File: config.mk
export PLATFORM = sky130hd
export DESIGN_NAME = delay_line_tdc
export DESIGN_NICKNAME = d
export VERILOG_FILES = /design/src/rtl/delay_line_pkg.sv /design/src/rtl/delay_line_tap.sv /design/src/rtl/delay_line_tdc.sv
export SDC_FILE = /design/constraint.sdc
export NUM_CORES = 1
export LEC_CHECK = 0
export ABC_AREA = 1
export BUFFER_PORTS_ARGS = -buffer_cell sky130_fd_sc_hd__buf_4
export CORE_MARGIN = 1
export CORE_UTILIZATION = 40
export DETAILED_ROUTE_END_ITERATION = 6
export HOLD_SLACK_MARGIN = 0.06
export PLACE_DENSITY = 0.68
export SETUP_SLACK_MARGIN = 0.05
export SLEW_MARGIN = 10
export SYNTH_ARGS = -nofsm -noshare
export SYNTH_HDL_FRONTEND = slang
export SYNTH_SLANG_ARGS = --single-unit --ignore-timing --ignore-initial --compat-mode --unroll-limit 50000
File: constraint.sdc
create_clock -name clk -period 4.2 [get_ports clk]
set_input_delay 0 -clock clk [delete_from_list [all_inputs] [get_ports clk]]
set_output_delay 0 -clock clk [all_outputs]
set_load 0.02 [all_outputs]
File: src/rtl/delay_line_pkg.sv
// -----------------------------------------------------------------------------
// delay_line_pkg
// Shared definitions for the tapped delay-line TDC:
//   - state_t  : measurement FSM states
//   - cw_f()   : width of a tap count able to hold 0..taps
//   - DEF_*    : default parameter values for the TDC and its tap cells
// -----------------------------------------------------------------------------
package delay_line_pkg;
    timeunit 1fs;
    timeprecision 1fs;

    localparam int DEF_TAPS         = 32;
    localparam int DEF_MAX_AVG_LOG2 = 7;
    localparam int DEF_SIM_TAP_FS   = 50000;

    typedef enum logic [2:0] {
        IDLE,
        LAUNCH,
        CAPTURE,
        SYNC,
        ACCUM,
        DONE
    } state_t;

    // Bits needed to represent any count from 0 up to and including taps.
    function automatic int cw_f(input int taps);
        return $clog2(taps + 1);
    endfunction

endpackage

File: src/rtl/delay_line_tap.sv
// -----------------------------------------------------------------------------
// delay_line_tap
// One non-inverting buffer stage of the TDC delay line.
//   a : stage input (previous tap, or the launch flop for tap 0)
//   y : stage output, a delayed copy of a
// In silicon the stage is a buffer kept intact by the dont_touch attribute on
// its instance; its propagation delay is the TDC's time quantum. In simulation
// the same delay is modelled as SIM_TAP_FS femtoseconds; synthesis ignores the
// delay value on the assignment.
// -----------------------------------------------------------------------------
module delay_line_tap
    import delay_line_pkg::*;
#(
    parameter int SIM_TAP_FS = DEF_SIM_TAP_FS
) (
    input  logic a,
    output logic y
);
    timeunit 1fs;
    timeprecision 1fs;

    assign #(SIM_TAP_FS) y = a;

endmodule

File: src/rtl/delay_line_tdc.sv
// -----------------------------------------------------------------------------
// delay_line_tdc
// Tapped delay-line time-to-digital converter. Each sample toggles a launch
// flop into a TAPS-long buffer chain, freezes the chain one clock period later,
// resynchronises it, and counts how many taps the edge travelled through.
// 2^cfg samples are summed and the result is offered on a valid/ready port.
//
// Ports:
//   clk, rst_n   clock, asynchronous active-low reset
//   start_i      request a measurement (only honoured while idle)
//   cfg_avg_i    log2 of the sample count, clamped to MAX_AVG_LOG2
//   busy_o       a measurement is in progress or awaiting readout
//   valid_o      result available; held until ready_i
//   ready_i      consumer takes the result
//   mean_o       sum_o >> cfg (average taps per sample)
//   sum_o        raw accumulated tap count
//   sat_o        sticky: a sample saw the edge run off the end of the chain
//   zero_o       sticky: a sample saw the edge reach no tap at all
// -----------------------------------------------------------------------------
module delay_line_tdc
    import delay_line_pkg::*;
#(
    parameter  int TAPS         = DEF_TAPS,
    parameter  int MAX_AVG_LOG2 = DEF_MAX_AVG_LOG2,
    parameter  int SIM_TAP_FS   = DEF_SIM_TAP_FS,
    localparam int CW           = cw_f(TAPS),
    localparam int AW           = $clog2(MAX_AVG_LOG2 + 1),
    localparam int SW           = CW + MAX_AVG_LOG2
) (
    input  logic          clk,
    input  logic          rst_n,
    input  logic          start_i,
    input  logic [AW-1:0] cfg_avg_i,
    output logic          busy_o,
    output logic          valid_o,
    input  logic          ready_i,
    output logic [CW-1:0] mean_o,
    output logic [SW-1:0] sum_o,
    output logic          sat_o,
    output logic          zero_o
);
    timeunit 1fs;
    timeprecision 1fs;

    state_t                  state;
    state_t                  state_next;

    logic                    launch_q;
    logic [TAPS:0]           chain;
    logic [TAPS-1:0]         tap;
    logic [TAPS-1:0]         cap_q;
    logic [TAPS-1:0]         sync_q;

    logic [AW-1:0]           cfg_q;
    logic [AW-1:0]           cfg_clamped;
    logic [MAX_AVG_LOG2-1:0] cnt_q;
    logic [SW-1:0]           sum_q;
    logic                    sat_q;
    logic                    zero_q;

    logic [CW-1:0]           count;
    logic                    last_sample;

    // ------------------------------------------------------------------
    // Delay line: chain[0] is the launch flop, chain[i+1] is tap i.
    // ------------------------------------------------------------------
    assign chain[0] = launch_q;

    for (genvar i = 0; i < TAPS; i++) begin : g_tap
        (* dont_touch = "true" *)
        delay_line_tap #(
            .SIM_TAP_FS(SIM_TAP_FS)
        ) u_tap (
            .a(chain[i]),
            .y(chain[i+1])
        );
    end

    assign tap = chain[TAPS:1];

    // ------------------------------------------------------------------
    // Configuration and sample bookkeeping
    // ------------------------------------------------------------------
    // Compared as 32-bit so the clamp stays meaningful when AW can encode
    // values above MAX_AVG_LOG2.
    assign cfg_clamped = (32'(cfg_avg_i) > MAX_AVG_LOG2) ? AW'(MAX_AVG_LOG2) : cfg_avg_i;

    assign last_sample = (32'(cnt_q) == ((32'd1 << cfg_q) - 32'd1));

    // Taps that now agree with the launch level are the ones the edge
    // reached. A population count rather than a priority encoder keeps
    // thermometer bubbles from producing large errors.
    always_comb begin
        count = '0;
        for (int i = 0; i < TAPS; i++) begin
            count = count + CW'(sync_q[i] ^ ~launch_q);
        end
    end

    // ------------------------------------------------------------------
    // FSM: state register
    // ------------------------------------------------------------------
    always_ff @(posedge clk or negedge rst_n) begin
        // NOTE: non-blocking assignments in clocked blocks, so every flop
        // samples the values that existed before the edge.
        if (!rst_n) begin
            state <= IDLE;
        end else begin
            state <= state_next;
        end
    end

    // ------------------------------------------------------------------
    // FSM: next-state logic
    // ------------------------------------------------------------------
    always_comb begin
        // NOTE: default first, so no path through the case leaves
        // state_next unassigned and no latch is inferred.
        state_next = state;
        case (state)
            IDLE:    if (start_i) state_next = LAUNCH;
            LAUNCH:  state_next = CAPTURE;
            CAPTURE: state_next = SYNC;
            SYNC:    state_next = ACCUM;
            ACCUM:   state_next = last_sample ? DONE : LAUNCH;
            DONE:    if (ready_i) state_next = IDLE;   // valid_o is high throughout DONE
            default: state_next = IDLE;
        endcase
    end

    // ------------------------------------------------------------------
    // FSM: outputs
    // ------------------------------------------------------------------
    always_comb begin
        busy_o  = 1'b0;
        valid_o = 1'b0;
        if (state != IDLE) busy_o  = 1'b1;
        if (state == DONE) valid_o = 1'b1;
    end

    // ------------------------------------------------------------------
    // Datapath
    // ------------------------------------------------------------------
    always_ff @(posedge clk or negedge rst_n) begin
        if (!rst_n) begin
            // NOTE: the capture and sync registers are ordinary flops, not
            // a memory, so they are cleared along with the rest of the state.
            launch_q <= 1'b0;
            cap_q    <= '0;
            sync_q   <= '0;
            cfg_q    <= '0;
            cnt_q    <= '0;
            sum_q    <= '0;
            sat_q    <= 1'b0;
            zero_q   <= 1'b0;
        end else begin
            case (state)
                IDLE: begin
                    if (start_i) begin
                        cfg_q  <= cfg_clamped;
                        cnt_q  <= '0;
                        sum_q  <= '0;
                        sat_q  <= 1'b0;
                        zero_q <= 1'b0;
                    end
                end
                // Polarity is never reset between samples or measurements,
                // so consecutive samples alternate rising and falling edges.
                LAUNCH:  launch_q <= ~launch_q;
                // Exactly one period after the launch edge.
                CAPTURE: cap_q <= tap;
                // Second stage gives a metastable capture bit a full period
                // to resolve before it reaches the counter.
                SYNC:    sync_q <= cap_q;
                ACCUM: begin
                    sum_q <= sum_q + SW'(count);
                    if (count == CW'(TAPS)) sat_q  <= 1'b1;
                    if (count == '0)        zero_q <= 1'b1;
                    if (!last_sample)       cnt_q  <= cnt_q + MAX_AVG_LOG2'(1);
                end
                default: ;
            endcase
        end
    end

    // The sum of 2^cfg counts each <= TAPS shifted back down always fits CW.
    assign sum_o  = sum_q;
    assign mean_o = CW'(sum_q >> cfg_q);
    assign sat_o  = sat_q;
    assign zero_o = zero_q;

endmodule

* Word level (Yosys, flattened, before mapping) *
Cells that the tools add are included.

operators by class
  $add $sub $neg = 34
  equality and inequality tests = 12
  shift operators = 2
  mux-type cells = 16
  bitwise logic cells = 34
  reductions and logical operators = 10

operators with widths
  kind                   count
  $xor 1x6->6            32
  $add 6x6->6            31
  $eq 7x32->1            1
  $shl 1x3->32 const A   1
  $sub 32x1->32 const B  1
  $pmux 13 s2            1
  $pmux 3 s6             1
  $mux 7                 2
  $pmux 7 s2             1
  $add 13x6->13          1
  $mux 13                1
  $shr 13x3->6           1
  $ne 2x2->1 const B     5
  $mux 3                 3
  $reduce_and 3->1       3
  $add 7x1->7 const B    1
  $eq 3x2->1 const B     2
  $eq 3x3->1 const B     2
  $eq 6x6->1 const B     1
  $logic_not 6->1        1
  $not 1->6              1
  $reduce_and 2->1       3
  $mux 1                 5
  $pmux 1 s2             2
  5 further kinds        5

storage, ports and cells
  bits in registers = 31
  input bits = 7
  output and inout port bits = 23
  word-level logic and storage cells = 117

* Logic depth before layout (Yosys ltp) *
Gate-level depths: netlist (run 1).

  depth after elaboration = 36
  depth in mapped cells = 15
  depth with buffers taken out = 14

* Modules after synthesis *
A second synthesis (run 1) with hierarchy kept.

unflattened totals
  cell total of the unflattened synthesis = 728
  area, all modules = 5878.1 um^2

by module, submodules not included
  module          instances  cells an instance  area each (um^2)  seq. area each (um^2)
  delay_line_tdc  1          696                5637.9            2327.2
  delay_line_tap  32         1                  7.5               0.0

* Worst setup path after synthesis (run 1) *
Ideal clock, no wire load.

  kind = register to register
  from = register cfg_q[0]
  to = register cnt_q[2]
  library setup time = 0.065 ns
  arrival = 1.962 ns
  data required time = 4.135 ns
  setup slack = 2.173 ns
  cell stages (with the launch flop) = 16
  buffers on the path = 1
  clock period less this slack = 2.027 ns
  path through = dfrtp_1 > clkbuf_1 > nand2_1 > nor2_1 > inv_1 > ha_1 > inv_1 > nor2_1 > nand3_1 > nor2_1 > nand2_1 > nor2_2 > nand3_4 > nand2_4 > nand2_1 > nand2_1

on the way
  cells in the longest elaborated chain, start to end = 5

RTL lines
  what                               RTL line               text
  from (decl)                        delay_line_tdc.sv:54   logic [AW-1:0] cfg_q;
  from (signal assigned)             delay_line_tdc.sv:160  cfg_q <= cfg_clamped;
  $shl 1x3->32                       delay_line_tdc.sv:88   assign last_sample = (32'(cnt_q) == ((32'd1 << cfg_q) - 32'd1));
  $sub 32x1->32                      delay_line_tdc.sv:88
  $eq 7x32->1                        delay_line_tdc.sv:88
  $ne 2x2->1 (no source line)        --
  $reduce_and 3->1 (no source line)  --
  to (signal assigned)               delay_line_tdc.sv:179  if (!last_sample) cnt_q <= cnt_q + MAX_AVG_LOG2'(1);
  to (decl)                          delay_line_tdc.sv:56   logic [MAX_AVG_LOG2-1:0] cnt_q;

Every way passes these cells.
A chain may end at the register's enable or synchronous reset.

* Worst setup path after layout (run 1) *
  from = register cfg_q[1]
  to = register cnt_q[0]

The elaborated chain is that of the path after synthesis.

==> metrics, run 1 <==
Num CTS Buffers=3; Synth Area in Simple Gates=about a third; WHS=between 150 and 200 ps; Filler Cell Count=422; part of the cycle the worst path needs=54.2%; CTS clock-pin slew for the worst setup and hold paths=110 ps; final setup margin=1930 ps; Power Total=about 1.3 mW; largest net degree at the start of global routing=27; die height=68.6 um; worst hold path class=in2async; WS Path Type=reg2reg; die span in x=a little under 70 um; Final Util=about half; Synth cell types=29; vias in the first global route=1551; crit path max fanout=14; leakage=1.02 nW; area occupied by multi-input gates=938 um2; EDFF count, synth=0; CTS Buffer Depth=2; row count=23; Total Nets Final=300; DP HPWL=between 2 and 3 mm; die footprint=4710 um2; drt wl/cell=12.3 um; Seq cells post-synth=26; Mapped Avg Cell Area=between 6 and 7 um2; Yosys top cell area share=36.6%; Clock Sinks=26; startpoint types=register; Mapped Area=1780 um2; Starting Density=a little over two fifths; pwr dens=~610 nW/um2; diode count=0; post-synthesis mux area share=0.634%; routed vias=approximately 1700; H-tree depth=1; CTS tree=built; hold_buf cts=7; Critical Path RT=roughly 4400 ps; crit path buf inv count=2; CP delay by family, top=simple AND/OR/NAND/NOR gates; routed wire length=slightly above 4 mm; Synth Instances=around 260; DR vias/cell=between 5 and 6; Post-synth ARST share=100%; list of most frequent post-synthesis cells=nand2_1, inv_1, dfrtp_1, nor2_1; slowest stage delay, CP=620 ps; status=completed; crit path DAT=between 2000 and 2500 ps; area delta synth->final=19.0%; RD Place Congestion=0.887; Layout Cells excl Fill=between 300 and 400; register area share after synthesis=a little over a third; xor/xnor cell area share of the yosys netlist=2.47%; DRC viols=0; DR pass1 iterations=6; unrepaired setup endpoints after global routing=no; main combinational cell family by area after synthesis=simple AND/OR/NAND/NOR gates; Synth warnings=0; flip-flop and latch area=roughly 650 um2; core area=slightly above 4000 um2; Post-Synth Adder-Cell Area=under 10%; dpl ws=between 1500 and 2000 ps; nature of the critical path endpoint=register; Top FF cell, synth=dfrtp_1; most common cell in the synthesized netlist=nand2_1; cell area after layout=2110 um2; GR Util All Layers=20.4%; Max Freq=approximately 440 MHz; grt ovf=0; cells along the critical path=nand2_1 -> nor2_1 -> inv_1 -> ha_1 -> inv_1 -> nor2_1 -> nand3_1 -> nor2_1 -> nand2_1 -> nor2_2 -> nand3_4 -> nand2_4 -> nand2_1 -> nand2_1; top post-synthesis cells by area=dfrtp_1, nand2_1, inv_1, nand3_1, o21ai_0; Port Buffer Count=24; clock root buffer=clkbuf_8; Slowest cell on crit path=dfrtp_1; placed inst area=a little under 2000 um2; Synth Area in Compound Gates=between 10% and 20%; io pins=30; setup TNS=0 ps; Max VDD drop=around 0.33 mV; Hold Violations, Final=0; Setup-failing EPs final=0; most frequent CP cell=nand2_1; # Post-CTS Setup Buffers=0; layout cells sized above 1=about an eighth; Final Max Slew Viols=0; clk_lat worst skew=between 200 and 300 ps; initial antenna violation count=0; Post-Place Cells=between 300 and 400; DRT antenna net count=0; leading area contributor after synthesis=dfrtp_1; CTS resizes=0; min Tclk post-route=2270 ps; drt first-iter violations=130; Worst Skew=between 10 and 15 ps; Max-cap violations=0; first-pass GRT wire length=7.04 mm
==> state kept, by name, summed over array words and instances, names as in the netlist <==
name,cells
sat_o,1
launch_q,1
sync_q,1
sum_o,8
cap_q,1
state,3
cfg_q,3
zero_o,1
cnt_q,7
==> worst paths after layout <==
check                             start  endpoint  slack, ps  cells after the start
max in group asynchronous         rst_n  cnt_q[0]       3780                      2
setup / recovery               cfg_q[1]  cnt_q[0]       1930                     14
hold reg to reg                cap_q[0]  cap_q[0]        510                      2
hold / removal                    rst_n    zero_o        150                      2
min in group clk           cfg_avg_i[0]  cfg_q[0]        470                      4
setup reg to reg               cfg_q[1]  cnt_q[0]       1930                     14
==> routing by layer <==
metal  up-vias  wire [um]  global-route usage (%)
li1        880          -                       -
met1       772       2040                    27.3
met2        46       1870                    33.3
met3         5        171                    2.63
met4         0         68                    7.81
met5         -          0                       0
==> cell families (layout without fill, tap and decap cells) <==
kind of cell | Yosys count | in the layout
adder cells (fa/ha/maj) | 5 | 5
AND/OR/NAND/NOR | 130 | 130
flip-flops | 26 | 26
XOR/XNOR | 5 | 5
multiplexers | 1 | 1
buffers and inverters | 47 | 72
AO/OA/AOI/OAI | 43 | 43
other | 1 | 5
==> final cells by class <==
cell class,instances,share of cell area [%]
inverter,37,6.58
multi-input combinational,189,44.4
clock buffer,3,1.95
clock inverter,1,1.42
timing repair buffer,31,11.8
tap,50,2.96
sequential,26,30.8
==> worst reg2reg max path: stages, from the launching register on <==
cell     delay, ps
dfrtp_1        620
nand2_1        170
nor2_1         180
inv_1           70
ha_1           290
inv_1           40
nor2_1          80
nand3_1         70
nor2_1         100
nand2_1         60
nor2_2         140
nand3_4        150
nand2_4        130
nand2_1         60
nand2_1         60
==> cells in the final DEF (no fill, tap or decap) <==
master,instances
o221ai_1,2
inv_2,3
a21oi_1,14
inv_1,32
nand3_1,22
dlygate4sd3_1,7
bufinv_16,1
nor2_1,25
nand4_1,2
ha_1,5
nand2_1,67
dfrtp_1,26
nor3_1,4
xor2_1,3
conb_1,5
mux2_2,1
buf_4,24
o32ai_1,1
nor2_4,1
nor2_2,3
nand3_4,1
o21ai_1,2
nand2_4,1
clkbuf_8,3
xnor2_1,2
o22ai_1,2
o21ai_0,22
nor4_1,3
nor3b_1,1
clkinv_1,2
==> where the power goes <==
group          total [mW]  switching (mW)  internal (mW)  leakage (nW)
Combinational       0.676           0.438          0.239         0.636
Sequential          0.401          0.0872          0.314         0.344
Clock               0.216          0.0885          0.128        0.0357
No activity file was read; power rests on OpenSTA's default activity.
==> inputs of run 2 (changes only) <==
==> constraint.sdc (replaced) <==
create_clock -name clk -period 2.2 [get_ports clk]
set_input_delay 0 -clock clk [delete_from_list [all_inputs] [get_ports clk]]
set_output_delay 0 -clock clk [all_outputs]
set_load 0.02 [all_outputs]
==> metrics, run 2 (same netlist as run 1, synthesis figures left out) <==
most frequent cells in the layout=nand2_1, inv_1, buf_4 (was nand2_1, inv_1, dfrtp_1); status=completed (unchanged); crit path max fanout=9 (was 14); Worst Skew=7.51 ps (was 13.8 ps); vias in the first global route=1592 (was 1551); placed inst area=2020 um2 (was 1970 um2); dpl ws=232 ps (was 1980 ps); leakage=1.04 nW (was 1.02 nW); reg2reg start=cfg_q[1] (unchanged); Hold Violations, Final=0 (unchanged); part of the cycle the worst path needs=87.0% (was 54.2%); CTS clock-pin slew for the worst setup and hold paths=100 ps (was 110 ps); row count=23 (unchanged); Starting Density=42.8% (unchanged); CTS tree=built (unchanged); Num CTS Buffers=3 (unchanged); Total Nets Final=306 (was 300); diode count=0 (unchanged); grt ovf=0 (unchanged); DRT antenna net count=0 (unchanged); die span in x=68.6 um (unchanged); crit path DAT=2130 ps (was 2490 ps); Critical Path RT=2420 ps (was 4420 ps); area occupied by multi-input gates=946 um2 (was 938 um2); routed vias=1741 (was 1703); routed wire length=4.02 mm (was 4.15 mm); worst hold path class=in2async (unchanged); Reg2Reg Depth=14 (unchanged); Clock Sinks=26 (unchanged); layout cells sized above 1=16.4% (was 13.2%); Max VDD drop=0.629 mV (was 0.334 mV); reg2reg end=cnt_q[0] (unchanged); drt first-iter violations=90 (was 130); clk_lat worst skew=280 ps (was 290 ps); Critical Path End=cnt_q[0] (unchanged); die height=68.6 um (unchanged); DP HPWL=3.02 mm (was 2.99 mm); Layout Cells excl Fill=343 (was 337); CP Launch Point=cfg_q[1] (unchanged); Post-Place Cells=332 (was 326); CTS Buffer Depth=2 (unchanged); first-pass GRT wire length=6.88 mm (was 7.04 mm); final setup margin=286 ps (was 1930 ps); GR Util All Layers=19.5% (was 20.4%); Port Buffer Count=24 (unchanged); die footprint=4710 um2 (unchanged); RD Place Congestion=0.870 (was 0.887); core area=4140 um2 (unchanged); WHS=161 ps (was 154 ps); DR pass1 iterations=4 (was 6); Setup-failing EPs final=0 (unchanged); Max Freq=522 MHz (was 440 MHz); min Tclk post-route=1910 ps (was 2270 ps); flip-flop and latch area=653 um2 (was 651 um2); H-tree depth=1 (unchanged); Final Max Slew Viols=0 (unchanged); clock root buffer=clkbuf_8 (unchanged); initial antenna violation count=0 (unchanged); max reg flops=8 (unchanged); DRC viols=0 (unchanged); unrepaired setup endpoints after global routing=no (unchanged); drt wl/cell=11.7 um (was 12.3 um); Filler Cell Count=422 (unchanged); R2R setup slack=290 ps (was 1930 ps); setup TNS=0 ps (unchanged); area delta synth->final=21.9% (was 19.0%); largest net degree at the start of global routing=27 (unchanged); io pins=30 (unchanged); startpoint types=register (unchanged); Max-cap violations=0 (unchanged); DR vias/cell=5.08 (was 5.05); cell area after layout=2160 um2 (was 2110 um2); pwr dens=1180 nW/um2 (was 613 nW/um2); Power Total=2.54 mW (was 1.29 mW); WS Path Type=reg2reg (unchanged); Final Util=52.2% (was 51.0%); most common cell after layout, fill and taps aside=nand2_1 (unchanged); nature of the critical path endpoint=register (unchanged)
[run 2: cell count changes in the layout (fill, tap and decap cells not counted)]
| cell | change |
|---|---|
| nor2_1 | -1 |
| dlygate4sd3_1 | -1 |
| buf_4 | +7 |
| dfrtp_1 | -2 |
| nor2_4 | +1 |
| dfrtp_2 | +2 |
[run 2: worst min path at each step]
stage                from       end  cells past startpoint
global route        rst_n    zero_o                      2
floorplan           rst_n  cap_q[0]                      0
detailed placement  rst_n  sum_o[7]                      1
finish              rst_n    zero_o                      2
CTS                 rst_n  sum_o[7]                      2
global placement    rst_n  sum_o[6]                      1
[run 2: final cells by class]
| cell class | count | share of cell area, % |
|---|---|---|
| sequential | 26 | 30.2 |
| multi-input combinational | 189 | 43.7 |
| tap | 50 | 2.89 |
| clock inverter | 1 | 1.39 |
| timing repair buffer | 37 | 13.5 |
| inverter | 37 | 6.42 |
| clock buffer | 3 | 1.91 |
[run 2: power by group]
group / total [mW] / switching, mW / internal, mW / leakage, nW
combinational: 1.41 / 0.896 / 0.516 / 0.667
clock: 0.411 / 0.167 / 0.244 / 0.0357
sequential: 0.721 / 0.117 / 0.605 / 0.341
[run 2: routing by layer]
metal / vias to the layer above / global-route usage (%) / part of all wire [%]
met1: 806 / 26.0 / 49
met5: - / 0 / 0
li1: 893 / - / -
met3: 5 / 2.63 / 4.0
met2: 37 / 32.4 / 46
met4: 0 / 6.25 / 1.0
[run 2: worst max-delay path: stages (launching register included)]
cell and delay (ps):
dfrtp_2 430, nand2_1 120, nor2_2 120, inv_1 50
ha_1 270, inv_1 30, nor2_1 70, nand3_1 70
nor2_1 100, nand2_1 70, nor2_2 150, nand3_4 150
nand2_4 120, nand2_1 50, nand2_1 60
[run 2: what timing repair did]
| item | 4_1_cts | 5_1_grt |
|---|---|---|
| setup buffers | 0 | 1 |
| hold buffers | 6 | 0 |
| gates resized for setup | 0 | 4 |
| hold endpoints to repair | 31 | 0 |
| endpoints found under the setup margin | 0 | 7 |
==> inputs of run 3 (changes only) <==
--- a/config.mk
+++ b/config.mk
@@ -11,8 +11,9 @@
 export CORE_UTILIZATION = 40
 export DETAILED_ROUTE_END_ITERATION = 6
 export HOLD_SLACK_MARGIN = 0.06
-export PLACE_DENSITY = 0.68
+export REMOVE_ABC_BUFFERS = 1
 export SETUP_SLACK_MARGIN = 0.05
+export SKIP_LAST_GASP = 1
 export SLEW_MARGIN = 10
 export SYNTH_ARGS = -nofsm -noshare
 export SYNTH_HDL_FRONTEND = slang
==> metrics, run 3 (same netlist as run 1, synthesis figures left out) <==
Filler Cell Count=419 (was 422); Worst Skew=9.77 ps (was 7.51 ps); part of the cycle the worst path needs=90.4% (was 87.0%); layout cells sized above 1=16.7% (was 16.4%); combinational share of power=56.2% (was 55.5%); H-tree depth=1 (unchanged); routed wire length=4.17 mm (was 4.02 mm); die span in x=68.6 um (unchanged); R2R setup slack=210 ps (was 290 ps); slowest stage delay, CP=450 ps (was 430 ps); clock root buffer=clkbuf_8 (unchanged); DP HPWL=3.10 mm (was 3.02 mm); Layout Cells excl Fill=344 (was 343); core area=4140 um2 (unchanged); cells along the critical path=nand2_1 -> nor2_2 -> inv_1 -> ha_1 -> inv_1 -> nor2_1 -> nand3_1 -> nor2_1 -> nand2_1 -> nor2_4 -> nand3_4 -> nand2_4 -> nand2_1 -> nand2_1 (was nand2_1 -> nor2_2 -> inv_1 -> ha_1 -> inv_1 -> nor2_1 -> nand3_1 -> nor2_1 -> nand2_1 -> nor2_2 -> nand3_4 -> nand2_4 -> nand2_1 -> nand2_1); CTS Buffer Depth=2 (unchanged); Critical Path RT=2410 ps (was 2420 ps); DRC viols=0 (unchanged); worst hold path class=in2async (unchanged); RD Place Congestion=0.809 (was 0.870); CP Launch Point=cfg_q[1] (unchanged); grt ovf=0 (unchanged); Port Buffer Count=24 (unchanged); Total Nets Final=307 (was 306); status=completed (unchanged); initial antenna violation count=0 (unchanged); diode count=0 (unchanged); min Tclk post-route=1990 ps (was 1910 ps); Num CTS Buffers=3 (unchanged); max reg flops=8 (unchanged); Reg2Reg Depth=14 (unchanged); reg2reg start=cfg_q[1] (unchanged); startpoint types=register (unchanged); drt first-iter violations=81 (was 90); pwr dens=1190 nW/um2 (was 1180 nW/um2); routed vias=1692 (was 1741); Final Util=52.6% (was 52.2%); Power Total=2.59 mW (was 2.54 mW); cell area after layout=2180 um2 (was 2160 um2); Max VDD drop=0.580 mV (was 0.629 mV); reg2reg end=cnt_q[5] (was cnt_q[0]); Max Freq=503 MHz (was 522 MHz); sw frac=47.0% (was 46.3%); io pins=30 (unchanged); vias in the first global route=1559 (was 1592); DRT antenna net count=0 (unchanged); drt wl/cell=12.1 um (was 11.7 um); die height=68.6 um (unchanged); switching power total=1.22 mW (was 1.18 mW); CTS clock-pin slew for the worst setup and hold paths=100 ps (about the same); Setup-failing EPs final=0 (unchanged); crit path DAT=2200 ps (was 2130 ps); WS Path Type=reg2reg (unchanged); sequential cell fraction of total power=27.9% (was 28.4%); row count=23 (unchanged); Hold Violations, Final=0 (unchanged); placed inst area=2020 um2 (about the same); most common cell after layout, fill and taps aside=nand2_1 (unchanged); largest net degree at the start of global routing=27 (unchanged); area delta synth->final=22.8% (was 21.9%); Max-cap violations=0 (unchanged); most frequent CP cell=nand2_1 (unchanged); CTS tree=built (unchanged); leakage=1.04 nW (about the same); DR vias/cell=4.92 (was 5.08); nature of the critical path endpoint=register (unchanged); most frequent cells in the layout=nand2_1, inv_1, buf_4 (unchanged); Starting Density=42.8% (unchanged); DR pass1 iterations=4 (unchanged); Final Max Slew Viols=0 (unchanged); clk_lat worst skew=280 ps (about the same); Slowest cell on crit path=dfrtp_2 (unchanged); first-pass GRT wire length=7.01 mm (was 6.88 mm); Critical Path End=cnt_q[5] (was cnt_q[0]); Clock Sinks=26 (unchanged); crit path max fanout=7 (was 9); setup TNS=0 ps (unchanged); P_int=1.37 mW (about the same); GR Util All Layers=20.2% (was 19.5%); die footprint=4710 um2 (unchanged); Clock power frac=15.9% (was 16.2%); Post-Place Cells=333 (was 332); unrepaired setup endpoints after global routing=no (unchanged)
## run 3: changes by cell type in the layout (fill, tap and decap cells not counted)
cell	delta
nor2_4	+1
nor2_2	-1
nand3_2	+1
## run 3: worst min path at each step
| stage | startpoint | end | slack [ps] |
|---|---|---|---|
| finish | rst_n | sat_o | 160 |
| global route | rst_n | sat_o | 180 |
| CTS | rst_n | sat_o | 170 |
| detailed placement | rst_n | sat_o | -60 |
| global placement | rst_n | sat_o | -70 |
| floorplan | rst_n | cap_q[0] | -300 |
## run 3: what timing repair did
action | 4_1_cts | 5_1_grt
hold endpoints to repair | 31 | 0
resized for setup | 0 | 5
endpoints found under the setup margin | 0 | 8
setup buffers | 0 | 0
hold buffers | 6 | 0
## run 3: metal layers
layer	track usage (%)	part of all wire [%]
met2	32.4	44
met4	7.03	1.2
met1	28.0	52
met5	0	0
met3	2.47	3.2
## run 3: power groups by stage
stage          clock, mW  sequential, mW  combinational, mW
2_1_floorplan          0           0.778              0.875
3_3_place_gp           0           0.724               1.40
3_5_place_dp           0           0.724               1.40
4_1_cts            0.418           0.713               1.42
5_1_grt            0.439           0.741               1.64
6_report           0.411           0.722               1.45
## run 3: cell type report
class                           count  area [um2]  share of cell area, %
Clock buffer                        3        41.3                   1.89
Timing Repair Buffer               37         293                   13.4
Sequential cell                    26         653                   30.0
Multi-Input combinational cell    190         961                   44.1
Clock inverter                      1        30.0                   1.38
Inverter                           37         139                   6.37
Tap cell                           50        62.6                   2.87
## run 3: critical path, delay by kind of cell, from the launching register on
kind          cells  cell delay (ps)
fa+ha+maj         1              260
simple gates     11             1120
buf+inv           2               80
flops             1              450
## run 3: stage by stage
stage,setup slack (ps),hold slack (ps)
5_1_grt,30.4,184
4_1_cts,118,170
3_5_place_dp,152,-64.7
2_1_floorplan,275,-296
6_report,212,162
3_3_place_gp,229,-66.0
